### src/rtl/if_id_queue_if.sv
// Fetch-to-decode handshake bundle for the instruction queue.
// The slave modport is the queue; the master side drives fetch data and decode ready.
interface if_id_queue_if #(
    parameter int PC_W   = 32,
    parameter int INST_W = 32,
    parameter int EXC_W  = 32
);
    logic              ic_valid;
    logic [PC_W-1:0]   ic_pc;
    logic [INST_W-1:0] ic_inst;
    logic [EXC_W-1:0]  ic_excepttype;
    logic              ic_ready;

    logic              id_ready;
    logic              id_valid;
    logic [PC_W-1:0]   id_pc;
    logic [INST_W-1:0] id_inst;
    logic [EXC_W-1:0]  id_excepttype;

    modport master (
        output ic_valid, ic_pc, ic_inst, ic_excepttype, id_ready,
        input  ic_ready, id_valid, id_pc, id_inst, id_excepttype
    );

    modport slave (
        input  ic_valid, ic_pc, ic_inst, ic_excepttype, id_ready,
        output ic_ready, id_valid, id_pc, id_inst, id_excepttype
    );
endinterface

### src/rtl/if_id_queue.sv
// Circular instruction buffer between fetch and decode with exception flush,
// branch kill that keeps the delay slot, and a zeroed bubble when empty.
module if_id_queue #(
    parameter int DEPTH  = 4,
    parameter int PC_W   = 32,
    parameter int INST_W = 32,
    parameter int EXC_W  = 32
) (
    input  logic                     clk,
    input  logic                     rst,
    input  logic                     flush,
    input  logic                     br_e,
    if_id_queue_if.slave             q_bus,
    output logic [$clog2(DEPTH):0]   count
);
    localparam int PTR_W = $clog2(DEPTH);
    localparam int CNT_W = PTR_W + 1;
    localparam int ENT_W = EXC_W + PC_W + INST_W;

    logic [ENT_W-1:0] mem_q [DEPTH];

    logic [PTR_W-1:0] rd_ptr_q, rd_ptr_d;
    logic [PTR_W-1:0] wr_ptr_q, wr_ptr_d;
    logic [CNT_W-1:0] count_q, count_d;

    logic             empty;
    logic             push;
    logic             pop;
    logic             wr_en;
    logic [ENT_W-1:0] head;

    assign empty = (count_q == '0);

    // Ready depends only on registered occupancy, so a full queue refuses a push
    // even when decode pops in the same cycle.
    assign q_bus.ic_ready = (count_q != CNT_W'(DEPTH));

    assign push = q_bus.ic_valid & q_bus.ic_ready;
    assign pop  = q_bus.id_valid & q_bus.id_ready;

    assign wr_en = push & ~flush & ~br_e;

    assign head = mem_q[rd_ptr_q];

    assign q_bus.id_valid      = ~empty;
    assign q_bus.id_excepttype = empty ? '0 : head[ENT_W-1 -: EXC_W];
    assign q_bus.id_pc         = empty ? '0 : head[PC_W+INST_W-1 -: PC_W];
    assign q_bus.id_inst       = empty ? '0 : head[INST_W-1:0];

    assign count = count_q;

    always_comb begin
        rd_ptr_d = rd_ptr_q;
        wr_ptr_d = wr_ptr_q;
        count_d  = count_q;
        if (flush) begin
            rd_ptr_d = '0;
            wr_ptr_d = '0;
            count_d  = '0;
        end else if (br_e) begin
            if (!empty && !q_bus.id_ready) begin
                // Decode is stalled: keep only the head, which is the delay slot.
                wr_ptr_d = rd_ptr_q + PTR_W'(1);
                count_d  = CNT_W'(1);
            end else begin
                rd_ptr_d = wr_ptr_q;
                count_d  = '0;
            end
        end else begin
            if (push) begin
                wr_ptr_d = wr_ptr_q + PTR_W'(1);
            end
            if (pop) begin
                rd_ptr_d = rd_ptr_q + PTR_W'(1);
            end
            count_d = count_q + CNT_W'(push) - CNT_W'(pop);
        end
    end

    always_ff @(posedge clk) begin
        if (rst) begin
            rd_ptr_q <= '0;
            wr_ptr_q <= '0;
            count_q  <= '0;
        end else begin
            rd_ptr_q <= rd_ptr_d;
            wr_ptr_q <= wr_ptr_d;
            count_q  <= count_d;
        end
    end

    // Storage needs no reset: an empty queue masks the head to zero.
    always_ff @(posedge clk) begin
        if (!rst && wr_en) begin
            mem_q[wr_ptr_q] <= {q_bus.ic_excepttype, q_bus.ic_pc, q_bus.ic_inst};
        end
    end
endmodule

### src/flat_wrapper.sv
// flat-port wrapper written by rule: the top's interface ports become plain ports
module if_id_queue_flat 
#(
    parameter int DEPTH  = 4,
    parameter int PC_W   = 32,
    parameter int INST_W = 32,
    parameter int EXC_W  = 32
)
  (clk, rst, flush, br_e, count, q_bus_ic_valid, q_bus_ic_pc, q_bus_ic_inst, q_bus_ic_excepttype, q_bus_id_ready, q_bus_ic_ready, q_bus_id_valid, q_bus_id_pc, q_bus_id_inst, q_bus_id_excepttype);
  if_id_queue_if #(.PC_W(PC_W), .INST_W(INST_W), .EXC_W(EXC_W)) q_bus_i ();
  input  logic clk;
  input  logic rst;
  input  logic flush;
  input  logic br_e;
  output logic [$clog2(DEPTH):0] count;
  input wire logic [$bits(q_bus_i.ic_valid)-1:0] q_bus_ic_valid;
  input wire logic [$bits(q_bus_i.ic_pc)-1:0] q_bus_ic_pc;
  input wire logic [$bits(q_bus_i.ic_inst)-1:0] q_bus_ic_inst;
  input wire logic [$bits(q_bus_i.ic_excepttype)-1:0] q_bus_ic_excepttype;
  input wire logic [$bits(q_bus_i.id_ready)-1:0] q_bus_id_ready;
  output wire logic [$bits(q_bus_i.ic_ready)-1:0] q_bus_ic_ready;
  output wire logic [$bits(q_bus_i.id_valid)-1:0] q_bus_id_valid;
  output wire logic [$bits(q_bus_i.id_pc)-1:0] q_bus_id_pc;
  output wire logic [$bits(q_bus_i.id_inst)-1:0] q_bus_id_inst;
  output wire logic [$bits(q_bus_i.id_excepttype)-1:0] q_bus_id_excepttype;
  assign q_bus_i.ic_valid = q_bus_ic_valid;
  assign q_bus_i.ic_pc = q_bus_ic_pc;
  assign q_bus_i.ic_inst = q_bus_ic_inst;
  assign q_bus_i.ic_excepttype = q_bus_ic_excepttype;
  assign q_bus_i.id_ready = q_bus_id_ready;
  assign q_bus_ic_ready = q_bus_i.ic_ready;
  assign q_bus_id_valid = q_bus_i.id_valid;
  assign q_bus_id_pc = q_bus_i.id_pc;
  assign q_bus_id_inst = q_bus_i.id_inst;
  assign q_bus_id_excepttype = q_bus_i.id_excepttype;
  if_id_queue #(.DEPTH(DEPTH), .PC_W(PC_W), .INST_W(INST_W), .EXC_W(EXC_W)) u_core (.clk(clk), .rst(rst), .flush(flush), .br_e(br_e), .q_bus(q_bus_i), .count(count));
endmodule
### config.mk
export PLATFORM = sky130hd
export DESIGN_NAME = if_id_queue_flat
export DESIGN_NICKNAME = d
export VERILOG_FILES = /design/src/rtl/if_id_queue_if.sv /design/src/rtl/if_id_queue.sv /design/src/flat_wrapper.sv
export SDC_FILE = /design/constraint.sdc
export NUM_CORES = 1
export LEC_CHECK = 0
export ABC_AREA = 1
export BUFFER_PORTS_ARGS = -buffer_cell sky130_fd_sc_hd__buf_2
export CAP_MARGIN = 5
export CELL_PAD_IN_SITES_DETAIL_PLACEMENT = 1
export CELL_PAD_IN_SITES_GLOBAL_PLACEMENT = 1
export CORE_ASPECT_RATIO = 1.2
export CORE_MARGIN = 1
export CORE_UTILIZATION = 40
export CTS_CLUSTER_DIAMETER = 50
export DETAILED_ROUTE_END_ITERATION = 7
export GPL_TIMING_DRIVEN = 0
export PLACE_DENSITY_LB_ADDON = 0.1
export SLEW_MARGIN = 40
export SYNTH_ARGS = -nofsm -noshare
export SYNTH_HDL_FRONTEND = slang
export SYNTH_SLANG_ARGS = --single-unit
### constraint.sdc
create_clock -name clk -period 6 [get_ports clk]
set_clock_uncertainty 0.1 [all_clocks]
set_input_delay 0.3 -clock clk [delete_from_list [all_inputs] [get_ports clk]]
set_output_delay 0.3 -clock clk [all_outputs]
set_load 0.02 [all_outputs]
### After elaboration in Yosys (flattened, before gate mapping)

Memory sizes are Yosys's and may differ from the RTL's. A register that Yosys moved wholly into a read port is not among the register bits.
Index checks and enable logic that the tools add are counted.

| cells by class | value |
|---|---|
| $add $sub $neg | 4 |
| multiplexer cells | 15 |
| bitwise gates (word level) | 7 |
| reductions and logical operators | 11 |
| equality and inequality tests | 3 |

Operators with widths:

| cell | number |
|---|---|
| 32-bit 2-to-1 mux | 3 |
| 2-bit 2-to-1 mux | 8 |
| 2-bit by 1-bit adder with 2-bit output, second input constant | 2 |
| 1-bit bitwise AND | 4 |
| 2-bit AND reduction | 2 |
| 2-bit nonzero test | 2 |
| 3-bit by 1-bit adder with 3-bit output | 1 |
| 1-bit zero test | 3 |
| 3-bit zero test | 1 |
| 1-bit 2-to-1 mux | 3 |
| 3-bit 2-to-1 mux | 1 |
| 3-bit != test, second input constant | 1 |
| 1-bit inverter | 3 |
| 3-bit by 1-bit subtractor with 3-bit output | 1 |
| 1-bit logical AND | 2 |
| 2-bit by 1-bit != test with 1-bit output, second input constant | 1 |
| 2-bit != test, second input constant | 1 |
| 2-bit OR reduction | 1 |

| storage, ports and cells | value |
|---|---|
| bits in writable memories | 384 |
| bits of input ports | 102 |
| output and inout port bits | 101 |
| register bits | 7 |
| memories | 1 |

Memories:

| memory | words | bits a word | read ports | clocked after Yosys merged registers in | write ports | RTL line | RTL |
|---|---|---|---|---|---|---|---|
| u_core.mem_q | 4 | 96 | 1 | 1 | 1 | if_id_queue.sv:20 | `logic [ENT_W-1:0] mem_q [DEPTH];` |

### Logic depth before layout (Yosys ltp)

| logic depth | value |
|---|---|
| depth after elaboration | 7 |
| mapped depth | 12 |

### Worst setup path before layout

No wires, ideal clock.

| timing | value |
|---|---|
| path type | reg-to-reg |
| start | register u_core.count_q[1] (netlist: u_core.count[1]) |
| end | memory u_core.mem_q[0][0] in the netlist's numbering, enable pin |
| arrival time | 5042 ps |
| required time | 5348 ps |
| slack | 306 ps |
| stages on the path, launching flop included | 5 |
| path buffers | 0 |
| library setup time | 552 ps |
| cell sequence | dfxtp_1 nor2_1 a21boi_0 nand3_1 nor2_1 |

| between the ends | value |
|---|---|
| word-level cells in the longest chain between the ends | 7 |

Ends and longest elaborated chain:

| what | RTL line | RTL |
|---|---|---|
| start: declaration | if_id_queue.sv:24 | `logic [CNT_W-1:0] count_q, count_d;` |
| start signal: assignment | if_id_queue.sv:88 | `count_q <= count_d;` |
| 3-bit != test | if_id_queue.sv:36 | `assign q_bus.ic_ready = (count_q != CNT_W'(DEPTH));` |
| 1-bit bitwise AND | if_id_queue.sv:38 | `assign push = q_bus.ic_valid & q_bus.ic_ready;` |
| 1-bit bitwise AND (2 in series) | if_id_queue.sv:41 | `assign wr_en = push & ~flush & ~br_e;` |
| 1-bit logical AND | if_id_queue.sv:94 | `if (!rst && wr_en) begin` |
| 1-bit 2-to-1 mux | if_id_queue.sv:94 |  |
| 1-bit 2-to-1 mux (implied by the code) | if_id_queue.sv:95 | `mem_q[wr_ptr_q] <= {q_bus.ic_excepttype, q_bus.ic_pc, q_bus.ic_inst};` |
| end: declaration | if_id_queue.sv:20 |  |

No other way between the ends.

==> results.py <==
metrics = {
    "status": {
        "status": "complete, no violations",
    },
    "drt": {
        "drtPass1Iterations": 4,
        "vias": 10700,
        "routedWlPerCell_um": 19.9,
        "vias_per_cell": 5.08,
        "drc": 0,
        "antenna_left": 0,
        "drt_iter0_markers": 436,
        "routed_wl_mm": 42.0,
    },
    "logic_synthesis": {
        "syn_area_per_cell_sq_um": 12.6,
        "seq_area_frac_synth": 0.760,
        "synthCells": 1219,
        "syn_nets": 1328,
        "ys_ff_latch": 393,
        "synth_area_sq_um": 15400,
        "yosysWarnings": 0,
        "ys_types": 20,
    },
    "clocking": {
        "numCtsBuffers": 43,
        "cts_tree": "done",
        "clock_sinks": 393,
        "cts.clk_slew.worst_paths_ns": 0.06,
        "worstSkewPairLatency_ns": 0.54,
        "cts_resized": 0,
        "clock_path_buffers": 3,
        "clockRootBuffer": "clkbuf_16",
        "cts_max_level": 2,
    },
    "die": {
        "dieArea_sq_um": 39300,
        "start_util": 0.407,
        "io_pins": 203,
        "die_x_um": 181,
        "row_count": 78,
        "coreArea_sq_um": 37900,
        "die_height_um": 217,
    },
    "sta": {
        "report.final.slew_viol_count": 0,
        "fin_crit_sh": 0.487,
        "finalSetupViolCount": 0,
        "tightestPinTransition_ns": 0.663,
        "hold_viol_final": 0,
        "fmax_ghz": 0.342,
        "grt_setup_unrepaired": "no",
        "relSlewSlack": 0.558,
        "fin_crit_ns": 2.92,
    },
    "layout": {
        "fin_area_sq_um": 20000,
        "layout_common_cells": "nor2_1 (394), edfxtp_1 (384), buf_2 (223)",
        "final_common_cell": "nor2_1",
        "drive_gt1_frac": 0.215,
        "final_nets": 1700,
        "fin_cells": 2106,
        "finish.utilization": 0.529,
        "area_delta_synth_final_pct": 30.0,
        "num-fill-cells": 3917,
    },
    "global_route": {
        "grt_max_degree": 17,
        "track_usage": 0.216,
        "grt_pass1_vias": 11500,
        "grt_overflow_total": 0,
        "antenna_found_initial": 2,
        "grt_pass1_wl_mm": 64.7,
    },
    "place": {
        "dp_cells": 1930,
        "place_area_sq_um": 17600,
        "dp_hpwl_mm": 27.6,
        "port_buffers": 202,
        "place.gp.congestion": 0.734,
    },
    "worst_setup_path": {
        "reg2reg_from": "u_core.count[1]",
        "worst-r2r-cell-count": 8,
        "rr_endpoint": "u_core.mem_q[3][55]",
        "cp-end-kind": "output port",
        "arrival_ns": 2.52,
        "worstPathRequired_ns": 5.60,
        "worstPathMaxFanout": 10,
        "critPathLaunchType": "flop",
        "critPathKind": "reg2out",
        "rrSetupSlack_ns": 3.15,
    },
    "run": {
        "max_cap_violations": 0,
    },
    "hold_path": {
        "hold_path_end": "u_core.wr_ptr_q[0]",
        "hp-class": "in2reg",
        "worstHoldStart": "rst",
        "whs_path_depth": 4,
    },
    "power": {
        "power.static_leakage_uw": 0.00742,
        "irDropWorstVdd_uv": 231,
        "cellPowerDensity_nw_per_um2": 305,
    },
}
==> metrics by stage <==
stage          hold slack, ns  total power (uW)   TNS, ns  setup WS [ns]
2_1_floorplan           0.299              3310         0          0.306
3_3_place_gp            0.411              3480  -1298.29          -3.52
3_5_place_dp            0.416              3490         0           3.05
4_1_cts              0.000274              6160         0           3.02
5_1_grt                0.0646              6300         0           2.90
6_report               0.0128              6100         0           3.08
==> where the power goes <==
group	internal, uW	switching (uW)	total, uW
logic	164	283	447
clock network	1570	1040	2610
registers	3030	5.90	3040
==> worst max-delay path by stage <==
stage	from	end	cells past startpoint
after CTS	flop	q_bus_id_inst[3]	6
after floorplan	u_core.count[1]	u_core.mem_q[0][0]	4
after global routing	u_core.count[1]	u_core.mem_q[0][38]	8
after detailed placement	flush	u_core.mem_q[3][64]	8
final	flop	q_bus_id_inst[3]	6
after global placement	u_core.count[1]	u_core.mem_q[3][64]	4
==> cell families (layout without fill, tap and decap cells) <==
family          Yosys count  count (layout)  synth area share
compound gates          296             296            0.0965
xor+xnor                  1               1          0.000569
fa+ha+maj                 7               7           0.00617
buf+inv                  94             500            0.0317
flops                   393             393             0.760
other cells               0               1                 0
simple gates            428             428             0.105
==> final cells by class <==
cell class	instances	area (sq um)	share of cell area
flip-flops and latches	393	11700	0.585
multi-input cells	732	3240	0.162
repair buffers	327	2570	0.128
clock buffers	54	1180	0.0589
well taps	480	601	0.0300
plain buffers	74	413	0.0206
clock inverters	25	238	0.0119
inverters	20	75.1	0.00375
diodes	1	2.50	0.000125
==> worst max-delay path: stages (launching register included) <==
cell      delay (ns)
dfxtp_1         0.34
inv_2           0.07
buf_2           0.35
clkbuf_1        0.53
o21ai_0         0.22
a21oi_1         0.25
buf_2           0.21
==> cell usage after synthesis <==
master,instances,share of area
o21ai_0,160,0.052
nand2_1,22,0.0054
buf_2,21,0.0068
dfxtp_1,9,0.012
nand3_1,8,0.0026
clkbuf_1,26,0.0063
inv_2,4,0.00097
xor2_1,1,0.00057
clkbuf_4,2,0.00097
edfxtp_1,384,0.75
fa_1,1,0.0013
a21boi_0,2,0.00097
buf_1,3,0.00073
inv_1,16,0.0039
o21ai_1,35,0.011
nor2_1,398,0.097
ha_1,6,0.0049
a21oi_1,99,0.032
buf_4,17,0.0083
buf_6,5,0.0037
==> timing repair <==
item                      CTS  global route
hold endpoints to repair  384             0
setup buffers               0             0
hold buffers               96             0
==> metal layers <==
| metal | global-route usage | part of all wire | vias to the layer above |
|---|---|---|---|
| li1 | - | - | 5063 |
| met1 | 0.263 | 0.41 | 5298 |
| met2 | 0.391 | 0.51 | 270 |
| met3 | 0.0373 | 0.048 | 70 |
| met4 | 0.0684 | 0.025 | 2 |
| met5 | 0 | 0.00024 | - |
==> registers in the layout (all words and copies together), names as in the netlist, named ones only <==
name,count
u_core.count,3
u_core.mem_q,384
u_core.rd_ptr_q,2
u_core.wr_ptr_q,2
(Power assumes the default switching activity.)
